## config.mk

```make
export PLATFORM = sky130hd
export DESIGN_NAME = imem_uart_loader
export DESIGN_NICKNAME = d
export VERILOG_FILES = /design/src/rtl/imem_uart_loader.sv
export SDC_FILE = /design/constraint.sdc
export NUM_CORES = 1
export LEC_CHECK = 0
export BUFFER_PORTS_ARGS = -buffer_cell sky130_fd_sc_hd__buf_2
export CAP_MARGIN = 10
export CORE_MARGIN = 5
export CORE_UTILIZATION = 38
export CTS_CLUSTER_DIAMETER = 120
export DETAILED_ROUTE_END_ITERATION = 12
export GPL_TIMING_DRIVEN = 1
export PLACE_DENSITY_LB_ADDON = 0.3
export SYNTH_ARGS = -nofsm -noshare
export SYNTH_HDL_FRONTEND = slang
export SYNTH_SLANG_ARGS = --single-unit
```

## constraint.sdc

```tcl
create_clock -name clk -period 2.6 [get_ports clk]
set_input_delay 0.13 -clock clk [delete_from_list [all_inputs] [get_ports clk]]
set_output_delay 0.13 -clock clk [all_outputs]
set_load 0.02 [all_outputs]
```

## src/rtl/imem_uart_loader.sv

```systemverilog
// imem_uart_loader
//   Serial boot loader placed in front of the instruction memory and the
//   RV32I core. An 8N1 UART byte stream carrying a framed program image is
//   turned into 32-bit little-endian words, which are written into imem.
//   The core is held in reset until the whole image has landed.
//
//   Frame: 0xA5, LEN_LO, LEN_HI, then 4*LEN data bytes (LSB byte first).
//
//   Handshake: imemWE is a single-cycle strobe. imemAdrs/imemWD are valid
//   in the strobe cycle and hold their values afterwards; there is no
//   back-pressure, so imem must accept a write every strobe.
//
// Ports
//   clk          system clock
//   reset        synchronous, active-high reset
//   rx           asynchronous UART line, idle high
//   imemWE       one-cycle instruction-memory write strobe
//   imemAdrs     word-aligned byte address of the word being written
//   imemWD       instruction word being written
//   coreReset    core reset, high until the image is complete
//   loading      high from sync byte accepted until DONE
//   done         high while the image is complete
//   error        sticky framing / bad-length flag, cleared only by reset
//   rxStateDbg   bit-receiver state, for observation only
//   byteStateDbg frame-parser state, for observation only
module imem_uart_loader #(
  parameter int CLKS_PER_BIT = 434,
  parameter int MAX_WORDS    = 1024
) (
  input  logic        clk,
  input  logic        reset,
  input  logic        rx,
  output logic        imemWE,
  output logic [31:0] imemAdrs,
  output logic [31:0] imemWD,
  output logic        coreReset,
  output logic        loading,
  output logic        done,
  output logic        error,
  output logic [1:0]  rxStateDbg,
  output logic [2:0]  byteStateDbg
);

  localparam int CW = $clog2(CLKS_PER_BIT);
  localparam logic [CW-1:0] HALF_LAST = CW'(CLKS_PER_BIT / 2 - 1);
  localparam logic [CW-1:0] BIT_LAST  = CW'(CLKS_PER_BIT - 1);
  localparam logic [16:0]   MAX_LEN   = 17'(MAX_WORDS);
  localparam logic [7:0]    SYNC_BYTE = 8'hA5;

  // ---------------------------------------------------------------------
  // rx synchronizer (idle high so reset does not fake a start bit)
  // ---------------------------------------------------------------------
  logic rxMeta;
  logic rxSync;

  always_ff @(posedge clk) begin
    if (reset) begin
      rxMeta <= 1'b1;
      rxSync <= 1'b1;
    end else begin
      rxMeta <= rx;
      rxSync <= rxMeta;
    end
  end

  // ---------------------------------------------------------------------
  // Bit receiver
  // ---------------------------------------------------------------------
  typedef enum logic [1:0] {RX_IDLE, RX_START, RX_BITS, RX_STOP} rxState_t;

  rxState_t       rxState;
  rxState_t       rxNext;
  logic [CW-1:0]  bitTimer;
  logic [2:0]     bitIdx;
  logic [7:0]     shiftReg;
  logic           sampleNow;
  logic           byteValid;
  logic           frameErr;

  // The start bit is checked half a bit in; every later sample is one
  // full bit period after the previous one, i.e. mid-bit.
  always_comb begin
    sampleNow = 1'b0;
    if (rxState == RX_START)
      sampleNow = (bitTimer == HALF_LAST);
    else if (rxState != RX_IDLE)
      sampleNow = (bitTimer == BIT_LAST);
  end

  always_comb begin
    rxNext = rxState;
    unique case (rxState)
      RX_IDLE:  if (!rxSync) rxNext = RX_START;
      RX_START: if (sampleNow) rxNext = rxSync ? RX_IDLE : RX_BITS;
      RX_BITS:  if (sampleNow && bitIdx == 3'd7) rxNext = RX_STOP;
      RX_STOP:  if (sampleNow) rxNext = RX_IDLE;
      default:  rxNext = RX_IDLE;
    endcase
  end

  always_ff @(posedge clk) begin
    if (reset) begin
      rxState <= RX_IDLE;
    end else begin
      rxState <= rxNext;
    end
  end

  always_ff @(posedge clk) begin
    if (reset) begin
      bitTimer  <= '0;
      bitIdx    <= '0;
      shiftReg  <= '0;
      byteValid <= 1'b0;
      frameErr  <= 1'b0;
    end else begin
      byteValid <= 1'b0;
      frameErr  <= 1'b0;
      if (rxState == RX_IDLE || sampleNow)
        bitTimer <= '0;
      else
        bitTimer <= bitTimer + 1'b1;
      if (rxState == RX_START && sampleNow)
        bitIdx <= '0;
      if (rxState == RX_BITS && sampleNow) begin
        shiftReg <= {rxSync, shiftReg[7:1]};
        bitIdx   <= bitIdx + 1'b1;
      end
      if (rxState == RX_STOP && sampleNow) begin
        byteValid <= rxSync;
        frameErr  <= !rxSync;
      end
    end
  end

  // shiftReg is untouched until the next byte's data bits, so it is a
  // stable byte value during the byteValid pulse.
  logic [7:0] rxByte;
  assign rxByte = shiftReg;

  // ---------------------------------------------------------------------
  // Frame parser
  // ---------------------------------------------------------------------
  typedef enum logic [2:0] {
    S_WAIT_SYNC, S_LEN_LO, S_LEN_HI, S_DATA, S_DONE
  } byteState_t;

  byteState_t  byteState;
  byteState_t  byteNext;
  logic [7:0]  lenLo;
  logic [15:0] lenWords;
  logic [15:0] lenFull;
  logic [15:0] wordIdx;
  logic [1:0]  byteCnt;
  logic [23:0] wordBuf;
  logic        finishPending;

  assign lenFull = {rxByte, lenLo};

  always_comb begin
    byteNext = byteState;
    if (frameErr) begin
      // A broken byte aborts an in-progress load; idle/done states ignore it.
      if (byteState == S_LEN_LO || byteState == S_LEN_HI || byteState == S_DATA)
        byteNext = S_WAIT_SYNC;
    end else if (byteValid) begin
      unique case (byteState)
        S_WAIT_SYNC, S_DONE: if (rxByte == SYNC_BYTE) byteNext = S_LEN_LO;
        S_LEN_LO:            byteNext = S_LEN_HI;
        S_LEN_HI: begin
          if (lenFull == 16'd0)
            byteNext = S_DONE;
          else if ({1'b0, lenFull} > MAX_LEN)
            byteNext = S_WAIT_SYNC;
          else
            byteNext = S_DATA;
        end
        S_DATA:              byteNext = S_DATA;
        default:             byteNext = S_WAIT_SYNC;
      endcase
    end else if (byteState == S_DATA && finishPending) begin
      // finishPending is high during the final write strobe, so DONE is
      // entered on the cycle after it.
      byteNext = S_DONE;
    end
  end

  always_ff @(posedge clk) begin
    if (reset) begin
      byteState <= S_WAIT_SYNC;
    end else begin
      byteState <= byteNext;
    end
  end

  always_ff @(posedge clk) begin
    if (reset) begin
      imemWE        <= 1'b0;
      imemAdrs      <= '0;
      imemWD        <= '0;
      error         <= 1'b0;
      lenLo         <= '0;
      lenWords      <= '0;
      wordIdx       <= '0;
      byteCnt       <= '0;
      wordBuf       <= '0;
      finishPending <= 1'b0;
    end else begin
      imemWE        <= 1'b0;
      finishPending <= 1'b0;
      if (frameErr) begin
        error   <= 1'b1;
        byteCnt <= '0;
      end
      if (byteValid) begin
        unique case (byteState)
          S_LEN_LO: lenLo <= rxByte;
          S_LEN_HI: begin
            lenWords <= lenFull;
            wordIdx  <= '0;
            byteCnt  <= '0;
            if ({1'b0, lenFull} > MAX_LEN)
              error <= 1'b1;
          end
          S_DATA: begin
            // Bytes enter at the top and slide down, so the first byte of
            // the word ends up in bits [7:0].
            wordBuf <= {rxByte, wordBuf[23:8]};
            byteCnt <= byteCnt + 1'b1;
            if (byteCnt == 2'd3) begin
              imemWE   <= 1'b1;
              imemAdrs <= {14'd0, wordIdx, 2'b00};
              imemWD   <= {rxByte, wordBuf};
              wordIdx  <= wordIdx + 1'b1;
              if (wordIdx == lenWords - 16'd1)
                finishPending <= 1'b1;
            end
          end
          default: ;
        endcase
      end
    end
  end

  assign loading      = (byteState == S_LEN_LO) || (byteState == S_LEN_HI) ||
                        (byteState == S_DATA);
  assign done         = (byteState == S_DONE);
  assign coreReset    = (byteState != S_DONE);
  assign rxStateDbg   = rxState;
  assign byteStateDbg = byteState;

endmodule

```

==> results of run 1 <==
[power groups by stage]
| stage | sequential (W) | combinational, W | clock (W) |
|---|---|---|---|
| floorplan | 0.00229 | 0.0000743 | 0 |
| global placement | 0.00229 | 0.0000692 | 0 |
| detailed placement | 0.00229 | 0.0000686 | 0 |
| CTS | 0.00224 | 0.0000700 | 0.00238 |
| global route | 0.00224 | 0.0000778 | 0.00247 |
| finish | 0.00224 | 0.0000698 | 0.00231 |
[state kept, by name, summed over array words and instances (netlist names), 2 cells and up, named ones only]
| name | flops |
|---|---|
| imemWD | 32 |
| wordBuf | 24 |
| imemAdrs | 16 |
| lenWords | 16 |
| wordIdx | 16 |
| bitTimer | 9 |
| lenLo | 8 |
| rxByte | 8 |
| bitIdx | 3 |
| byteStateDbg | 3 |
| byteCnt | 2 |
[routing by layer]
metal	global-route usage (%)	vias up	wire length, um
met2	22.5	78	6340
met1	20.1	2340	6950
met5	0	-	0
li1	-	2707	-
met3	4.43	8	621
met4	4.12	0	124
[cells by family after synthesis]
family                   Yosys count
XOR/XNOR                          34
AND/OR/NAND/NOR                  367
multiplexers                       3
buffers and inverters             86
adder cells (fa/ha/maj)            8
flip-flops                       146
other                              1
AO/OA/AOI/OAI                    155
[Yosys cell counts, drive strengths merged, types with 3 or more instances]
| master | count |
|---|---|
| nand4 | 7 |
| nor2 | 43 |
| dfxtp | 146 |
| nor3 | 9 |
| and3b | 4 |
| nand2 | 230 |
| and4 | 3 |
| a211oi | 3 |
| ha | 8 |
| and3 | 4 |
| and2 | 4 |
| xor2 | 19 |
| o21ai | 17 |
| buf | 35 |
| xnor2 | 15 |
| nor2b | 3 |
| clkbuf | 37 |
| inv | 14 |
| nand2b | 4 |
| or3 | 9 |
| nor4 | 10 |
| a21oi | 122 |
| nor3b | 3 |
| nand3b | 4 |
| nand3 | 16 |
| nand4b | 5 |
| or2 | 3 |
[timing repair]
action,in CTS,in global routing
endpoints found under the setup margin,0,0
hold buffers,1,0
hold endpoints to repair,1,0
[layout make-up]
class / count / share of cell area, %
inverters: 14 / 0.727
clock inverters: 8 / 1.07
flip-flops and latches: 146 / 40.4
clock buffers: 23 / 6.75
multi-input cells: 583 / 41.8
repair buffers: 71 / 5.37
well taps: 220 / 3.81
[worst max-delay path: stages, from the launching register on]
cell and delay [ps]:
dfxtp_1 560, and3b_1 380, nand4_4 190, or3_4 390, or3_1 310, a21oi_1 140
[path summary, 6_finish.rpt]
check | start | endpoint | depth (start not counted)
worst min-delay path | reset | flop | 2
worst max register to register | byteStateDbg[1] | wordIdx[13] | 5
worst min register to register | rxMeta | rxSync | 1
worst max-delay path | byteStateDbg[1] | wordIdx[13] | 5
[through the flow]
stage | worst slack [ps] | util (%) | area (sq um) | hold WS, ps | cells
after floorplan | 744 | - | 6410 | 206 | 815
after global placement | 620 | 40.3 | 6650 | 313 | 1033
after detailed placement | 576 | 40.3 | 6650 | 316 | 1033
after CTS | 559 | 43.7 | 7230 | 104 | 1065
after global routing | 360 | 43.7 | 7230 | 139 | 1065
final | 564 | 43.7 | 7230 | 111 | 1065
==> summary.md, run 1 <==
| Metric | Value |
|---|---|
| Status | complete, no violations |
| Clk pwr share | 50.0% |
| Net Sw Power | a little under 0.001 W |
| Post-route ant nets | 0 |
| Async SR Flop Fraction | 0% |
| Skew-Pair Late Insertion Delay | roughly 420 ps |
| Initial antenna violation count | 0 |
| # Max-Cap Violations | 0 |
| Clk pin slew, worst setup/hold paths | 60 ps |
| Synth-to-Final Area Change | 13.7% |
| Xor/xnor cell area share of the yosys netlist | around 4.7% |
| Post-Synth Simple-Gate Area | a little over a quarter |
| Mux contribution to synthesized area | less than 1% |
| Most common cell after layout, fill and taps aside | nand2_1 |
| Residual DRC count | 0 |
| CTS-repair resized insts | 0 |
| Reg power frac | between 40% and 50% |
| Post-synth EDFFs | 0 |
| Cells after Synth | 800 |
| Vias | 5133 |
| Share of layout cells above drive strength 1 | a little over an eighth |
| Final period util | between 70% and 80% |
| Final Power | approximately 0.0046 W |
| Multi-input gate area | between 3000 and 4000 sq um |
| Detailed-route wire length | between 10000 and 15000 um |
| Max Freq | between 400 and 500 MHz |
| RSZ-0062 raised after global routing | no |
| Adder-cell share of the synthesized area | under 10% |
| # fillers | between 1500 and 2000 |
| Final HPWL DP | between 9000 and 10000 um |
| Logic pwr share | ~1.5% |
| Post-CTS Setup Inserts | 0 |
| Kind of critical path | reg2reg |
| Main combinational cell family by area after synthesis | simple AND/OR/NAND/NOR gates |
| Main area contributors after synthesis | dfxtp_1 46%, nand2_1 14%, a21oi_1 9.5% |
| Internal | 0.00366 W |
| Grt ovf | 0 |
| Largest net degree at the start of global routing | 60 |
| Leak Pwr | around 2.7 nW |
| Root buf cell | clkbuf_16 |
| Main synth FF type | dfxtp_1 |
| All-Layer GR Usage | 14.7% |
| Starting Density | approximately two fifths |
| Final nets | between 800 and 900 |
| Mapped cell area | between 6000 and 7000 sq um |
| Final Setup Violations | 0 |
| Commonest non-fill, non-tap cells in the layout | 230 x nand2_1, 146 x dfxtp_1, 121 x a21oi_1, 59 x buf_2, 43 x nor2_1 |
| Setup_tns | 0 ps |
| Die area | 19400 sq um |
| Gpl congestion | between 0.8 and 0.9 |
| Data required, critical path | 2940 ps |
| Compound-gate portion of the synthesized area | between 10% and 20% |
| Crit path arrival time | around 2400 ps |
| Fin. max-slew vios | 0 |
| Clock tree buffer depth | 2 |
| Critical path peak fanout | 14 |
| Netlist cell types | 60 |
| Pwr dens | ~640 nW/um^2 |
| Vias per cell | a little under 5 |
| Fin. Hold Viols | 0 |
| FF-to-FF setup slack | approximately 560 ps |
| Avg Inst Size Synth | about 8 sq um |
| CP Launch Type | flop |
| CTS tree | yes |
| Setup Skew | 6.84 ps |
| Seq/Total Area, Yosys | a little under half |
| Number of global-route vias before repair | about 4800 |
| Cts bufs inserted | 17 |
| ANT cells | 0 |
| Final Critical Period | ~2000 ps |
| Post-synth top area share | a little under half |
| DR pass1 iterations | 5 |
| Hold Path Class | in2reg |
| Switching part of the total | around a fifth |
| WL/cell | 13.2 um |
| Synth Warn # | 0 |
| Max VDD drop | 452 uV |
| Slew @ Worst Pin | around 620 ps |
| Post-synthesis cell type with the largest combined area | dfxtp_1 |
| Core area | around 17000 sq um |
| Row count | 47 |
| CTS Sinks | 146 |
| Crit. End Element | flop |
| Die Wd | about 140 um |
| Iter 0 DRT Violations | approximately 370 |
| Port Buffers | 60 |
| Die Height | ~140 um |
| I/O pins | 77 |
| H-tree levels | 4 |
| First-pass GRT wire length | about 24000 um |
| Yosys reg bits | around 150 |
| Sequential cell area | just under 3000 sq um |
| Relative slew slack | 58.5% |
No activity file was read; power rests on OpenSTA's default activity.
==> inputs of run 2 (changes only) <==
==> constraint.sdc (replaced) <==
create_clock -name clk -period 1.8 [get_ports clk]
set_input_delay 0.09 -clock clk [delete_from_list [all_inputs] [get_ports clk]]
set_output_delay 0.09 -clock clk [all_outputs]
set_load 0.02 [all_outputs]
==> summary.md, run 2 (synthesized netlist as in run 1, its figures left out) <==
| Metric | Value |
|---|---|
| Multi-input gate area | 3100 sq um (+2.4%) |
| CP Launch Type | flop |
| Pwr dens | 890 nW/um^2 (+39%) |
| Largest net degree at the start of global routing | 117 (+95%) |
| H-tree levels | 4 (unchanged) |
| # Max-Cap Violations | 0 (unchanged) |
| Clock tree buffer depth | 2 (unchanged) |
| Setup_tns | 0 ps (unchanged) |
| Port Buffers | 60 (unchanged) |
| Die area | 19400 sq um (unchanged) |
| Leak Pwr | 2.93 nW (+10%) |
| Max reg flops | 32 (unchanged) |
| Min-Delay Path Depth | 1 (-1) |
| Root buf cell | clkbuf_16 |
| Grt ovf | 0 (unchanged) |
| I/O pins | 77 (unchanged) |
| Final HPWL DP | 10100 um (+5.7%) |
| Final Critical Period | 1740 ps (-299 ps) |
| Starting Density | 38.5% (unchanged) |
| Setup Skew | 9.44 ps (+2.60 ps) |
| Post-route ant nets | 0 (unchanged) |
| Commonest non-fill, non-tap cells in the layout | 230 x nand2_1, 140 x dfxtp_1, 121 x a21oi_1, 59 x buf_2, 50 x buf_4 |
| Skew-Pair Late Insertion Delay | 420 ps (about the same) |
| Final Setup Violations | 0 (unchanged) |
| Hold_sp | rxMeta |
| CTS tree | yes |
| R2r worst-path depth | 6 (+1) |
| Crit. End Element | flop |
| Fin. max-slew vios | 0 (unchanged) |
| CTS Sinks | 146 (unchanged) |
| DP Worst Slack | 22.5 ps (-553 ps) |
| Iter 0 DRT Violations | 290 (-22%) |
| FF-to-FF setup slack | 60 ps (-500 ps) |
| Number of global-route vias before repair | 4946 (+3.0%) |
| ANT cells | 0 (unchanged) |
| Hold Path Class | reg2reg |
| Synth-to-Final Area Change | 21.8% |
| Vias | 5438 (+5.9%) |
| # fillers | 1651 (-4.3%) |
| Clk pin slew, worst setup/hold paths | 60 ps (about the same) |
| Vias per cell | 4.89 (+1.6%) |
| Fin cells | 1111 (+4.3%) |
| Final period util | 96.5% (+18 points) |
| Most common cell after layout, fill and taps aside | nand2_1 |
| Die Height | 139 um (unchanged) |
| Relative slew slack | 65.4% (+6.9 points) |
| Crit path arrival time | 2100 ps (-280 ps) |
| Fin. Hold Viols | 0 (unchanged) |
| Max Freq | 576 MHz (+17%) |
| Final nets | 890 (+5.5%) |
| Hold_ws | 411 ps (+300 ps) |
| Max VDD drop | 684 uV (+51%) |
| First-pass GRT wire length | 24700 um (+3.6%) |
| Slew @ Worst Pin | 519 ps (-103 ps) |
| Share of layout cells above drive strength 1 | 19.8% (+6.4 points) |
| Detailed-route wire length | 15000 um (+7.2%) |
| Critical path peak fanout | 3 (-11) |
| Initial antenna violation count | 0 (unchanged) |
| Kind of critical path | reg2reg |
| Die Wd | 139 um (unchanged) |
| Residual DRC count | 0 (unchanged) |
| Sequential cell area | 2930 sq um (+0.26%) |
| Worst r2r src | lenWords[4] |
| Data required, critical path | 2170 ps (-770 ps) |
| Row count | 47 (unchanged) |
| Placed Cells incl. Taps | 1073 (+3.9%) |
| Cts bufs inserted | 17 (unchanged) |
| Worst R2R End | finishPending |
| Biggest register | imemWD |
| Status | complete, no violations |
| All-Layer GR Usage | 15.4% (+0.76 points) |
| Largest regs | imemWD x32, wordBuf x24 |
| Final worst slack | 62.7 ps (-501 ps) |
| Core area | 16500 sq um (unchanged) |
| Gpl congestion | 0.867 (+6.9%) |
| WL/cell | 13.5 um (+2.7%) |
| Hold path endpoint | rxSync |
| DR pass1 iterations | 5 (unchanged) |
run 2: metal layers:
layer	routed length, um	share of wire, %	global-route usage [%]
met2	6780	45	23.8
met3	775	5.2	4.15
met5	0	0	0
met4	187	1.2	5.30
met1	7300	49	21.0
run 2: where the power goes:
group	total (W)	internal, W	switching, W
clock	0.00355	0.00223	0.00131
combinational	0.000109	0.0000213	0.0000876
sequential	0.00324	0.00324	0.00000417
run 2: cell type report:
cell class,count,share of cell area [%]
Clock inverter,10,1.73
Inverter,14,0.678
Tap cell,220,3.55
Clock buffer,21,5.94
Multi-Input combinational cell,583,40.0
Timing Repair Buffer,117,10.3
Sequential cell,146,37.8
run 2: per-stage QoR:
| step | utilization [%] | instance area [sq um] | power [W] |
|---|---|---|---|
| final | 46.9 | 7750 | 0.00690 |
| after floorplan | - | 6420 | 0.00342 |
| after detailed placement | 42.3 | 6990 | 0.00341 |
| after CTS | 46.1 | 7620 | 0.00697 |
| after global placement | 42.3 | 6990 | 0.00342 |
| after global routing | 46.9 | 7750 | 0.00713 |
run 2: what timing repair did:
action	4_1_cts	5_1_grt
endpoints found under the hold margin	6	0
hold buffers	3	0
gates resized for setup	1	20
cloned	0	1
pin swaps	0	7
setup endpoints to repair	1	55
setup buffers	0	3
run 2: worst max-delay path by stage:
stage,from,end,cells past startpoint
floorplan,lenWords[1],finishPending,8
global placement,byteCnt[0],wordIdx[14],7
detailed placement,byteCnt[0],wordIdx[14],7
CTS,byteCnt[0],wordIdx[14],7
global route,lenWords[4],finishPending,6
finish,lenWords[4],finishPending,6
run 2: critical path, stage by stage, from the launching register on:
cell and delay [ps]:
dfxtp_2 340, or4_4 570, nor4_4 160, xnor2_1 100, o21a_1 190, a211oi_2 140
and3_1 170
==> inputs of run 3 (changes only) <==
--- a/config.mk
+++ b/config.mk
@@ -7,6 +7,7 @@
 export LEC_CHECK = 0
 export BUFFER_PORTS_ARGS = -buffer_cell sky130_fd_sc_hd__buf_2
 export CAP_MARGIN = 10
+export CORE_ASPECT_RATIO = 1.1
 export CORE_MARGIN = 5
 export CORE_UTILIZATION = 38
 export CTS_CLUSTER_DIAMETER = 120
==> summary.md, run 3 (synthesized netlist as in run 1, its figures left out) <==
| Metric | Value |
|---|---|
| Largest regs | imemWD x32, wordBuf x24 |
| Residual DRC count | 0 (unchanged) |
| Die Height | 146 um (+4.5%) |
| Share of layout cells above drive strength 1 | 20.1% (+0.31 points) |
| Final HPWL DP | 10400 um (+3.5%) |
| Most common cell after layout, fill and taps aside | nand2_1 |
| Core area | 16400 sq um (-0.94%) |
| Initial antenna violation count | 0 (unchanged) |
| First-pass GRT wire length | 25000 um (+1.3%) |
| Worst r2r src | bitTimer[3] |
| Fin. max-slew vios | 0 (unchanged) |
| Vias | 5471 (+0.61%) |
| Root buf cell | clkbuf_16 |
| Largest net degree at the start of global routing | 80 (-32%) |
| Vias per cell | 4.99 (+2.0%) |
| Met2 WL post-DR | 7300 um (+7.7%) |
| Max Freq | 584 MHz (+1.4%) |
| Final Critical Period | 1710 ps (-24.1 ps) |
| Leak Pwr | 2.93 nW (-0.20%) |
| Worst path cell trace | nand4b_1 -> nor4_4 -> buf_4 -> nand2_1 -> nor4bb_2 -> buf_4 |
| Hold_sp | reset |
| Fin. Hold Viols | 0 (unchanged) |
| Internal | 0.00524 W (-4.5%) |
| Detailed-route wire length | 15100 um (+0.17%) |
| Port Buffers | 60 (unchanged) |
| I/O pins | 77 (unchanged) |
| Critical Path Source | bitTimer[3] |
| Slowest CP cell | nor4_4 |
| CP peak stage delay | 350 ps (-220 ps) |
| Post-route ant nets | 0 (unchanged) |
| Most Frequent Cell on Critical Path | buf_4 |
| Final nets | 893 (+0.34%) |
| Final period util | 95.2% (-1.3 points) |
| Top sig layer | met4 |
| Critical path peak fanout | 5 (+2) |
| Setup Skew | 6.98 ps (-2.46 ps) |
| Max VDD drop | 567 uV (-17%) |
| Clk pwr share | 49.7% (-1.7 points) |
| Biggest register | imemWD |
| CP Launch Type | flop |
| DP Worst Slack | -2.02 ps (-24.5 ps) |
| Die Wd | 133 um (-4.3%) |
| Final Setup Violations | 0 (unchanged) |
| WL/cell | 13.8 um (+1.5%) |
| All-Layer GR Usage | 15.6% (+0.15 points) |
| Iter 0 DRT Violations | 309 (+6.6%) |
| Number of global-route vias before repair | 5001 (+1.1%) |
| Cts bufs inserted | 17 (unchanged) |
| Pwr dens | 864 nW/um^2 (-2.9%) |
| Logic pwr share | 1.7% (about the same) |
| # Max-Cap Violations | 0 (unchanged) |
| Row count | 49 (+4.3%) |
| Gpl congestion | 0.853 (-1.7%) |
| Crit. End Element | flop |
| Status | complete, no violations |
| Commonest non-fill, non-tap cells in the layout | 230 x nand2_1, 138 x dfxtp_1, 121 x a21oi_1, 59 x buf_2, 55 x buf_4 |
| Routed met1 length | 6910 um (-5.4%) |
| # fillers | 1616 (-2.1%) |
| ANT cells | 0 (unchanged) |
| Die area | 19400 sq um (about the same) |
| Met3 WL | 654 um (-16%) |
| Final worst slack | 86.8 ps (+24.1 ps) |
| Crit path arrival time | 2080 ps (-20 ps) |
| Kind of critical path | reg2reg |
| Switching part of the total | 21.3% (+0.93 points) |
| Reg power frac | 48.6% (+1.6 points) |
| Clock tree buffer depth | 2 (unchanged) |
| CTS Sinks | 146 (unchanged) |
| Setup_tns | 0 ps (unchanged) |
| Data required, critical path | 2160 ps (about the same) |
| CTS tree | yes |
| Net Sw Power | 0.00142 W (+1.0%) |
| Hold Path Class | in2reg |
| Clk pin slew, worst setup/hold paths | 60 ps (about the same) |
| Grt ovf | 0 (unchanged) |
| Synth-to-Final Area Change | 21.3% |
| DR pass1 iterations | 4 (-1) |
| H-tree levels | 4 (unchanged) |
| Starting Density | 38.8% (+0.36 points) |
| Skew-Pair Late Insertion Delay | 420 ps (about the same) |
| Max reg flops | 32 (unchanged) |
==> run 3: final cells by class <==
cell class / count / area (sq um) / area share [%]
Inverter: 14 / 52.6 / 0.682
Clock buffer: 21 / 470 / 6.10
Multi-Input combinational cell: 583 / 3110 / 40.3
Timing Repair Buffer: 120 / 810 / 10.5
Tap cell: 204 / 255 / 3.31
Sequential cell: 146 / 2930 / 38.0
Clock inverter: 8 / 80.1 / 1.04
==> run 3: per-stage QoR <==
step / hold WS [ps] / util (%) / power, W / instance area [sq um] / std cells
global route: 88.1 / 47.1 / 0.00687 / 7710 / 1096
CTS: 25.0 / 46.4 / 0.00673 / 7600 / 1093
detailed placement: 275 / 43.0 / 0.00342 / 7030 / 1063
floorplan: 166 / - / 0.00342 / 6420 / 815
finish: 62.9 / 47.1 / 0.00666 / 7710 / 1096
global placement: 272 / 43.0 / 0.00342 / 7030 / 1063
==> run 3: final timing paths <==
check / slack [ps] / cells after the start / to
worst max-delay path: 90 / 6 / byteValid
worst min-delay path: 60 / 3 / imemWE
worst max register to register: 90 / 6 / byteValid
worst min register to register: 410 / 1 / rxSync
==> run 3: critical path, delay by kind of cell (launching register included) <==
family / cells / cell delay [ps]
flops: 1 / 340
simple gates: 4 / 990
buf+inv: 2 / 330
==> run 3: metal layers <==
metal / GRT usage [%] / vias to the layer above
met5: 0 / -
met4: 5.20 / 0
met3: 3.46 / 17
met2: 25.7 / 90
met1: 20.2 / 2570
li1: - / 2794
==> run 3: what timing repair did <==
item                                    in CTS  in global routing
gates resized for setup                      2                 20
buffers inserted                             0                  3
pin swaps                                    0                  6
gates cloned                                 0                  0
endpoints found under the setup margin       2                 22
hold buffers                                 1                  0
endpoints found under the hold margin        1                  0
==> run 3: power by group through the flow <==
stage	Sequential, W	Combinational, W	Clock [W]
after detailed placement	0.00331	0.000108	0
after floorplan	0.00331	0.000107	0
after global placement	0.00331	0.000108	0
after CTS	0.00324	0.000109	0.00338
final	0.00324	0.000110	0.00331
after global routing	0.00324	0.000120	0.00351
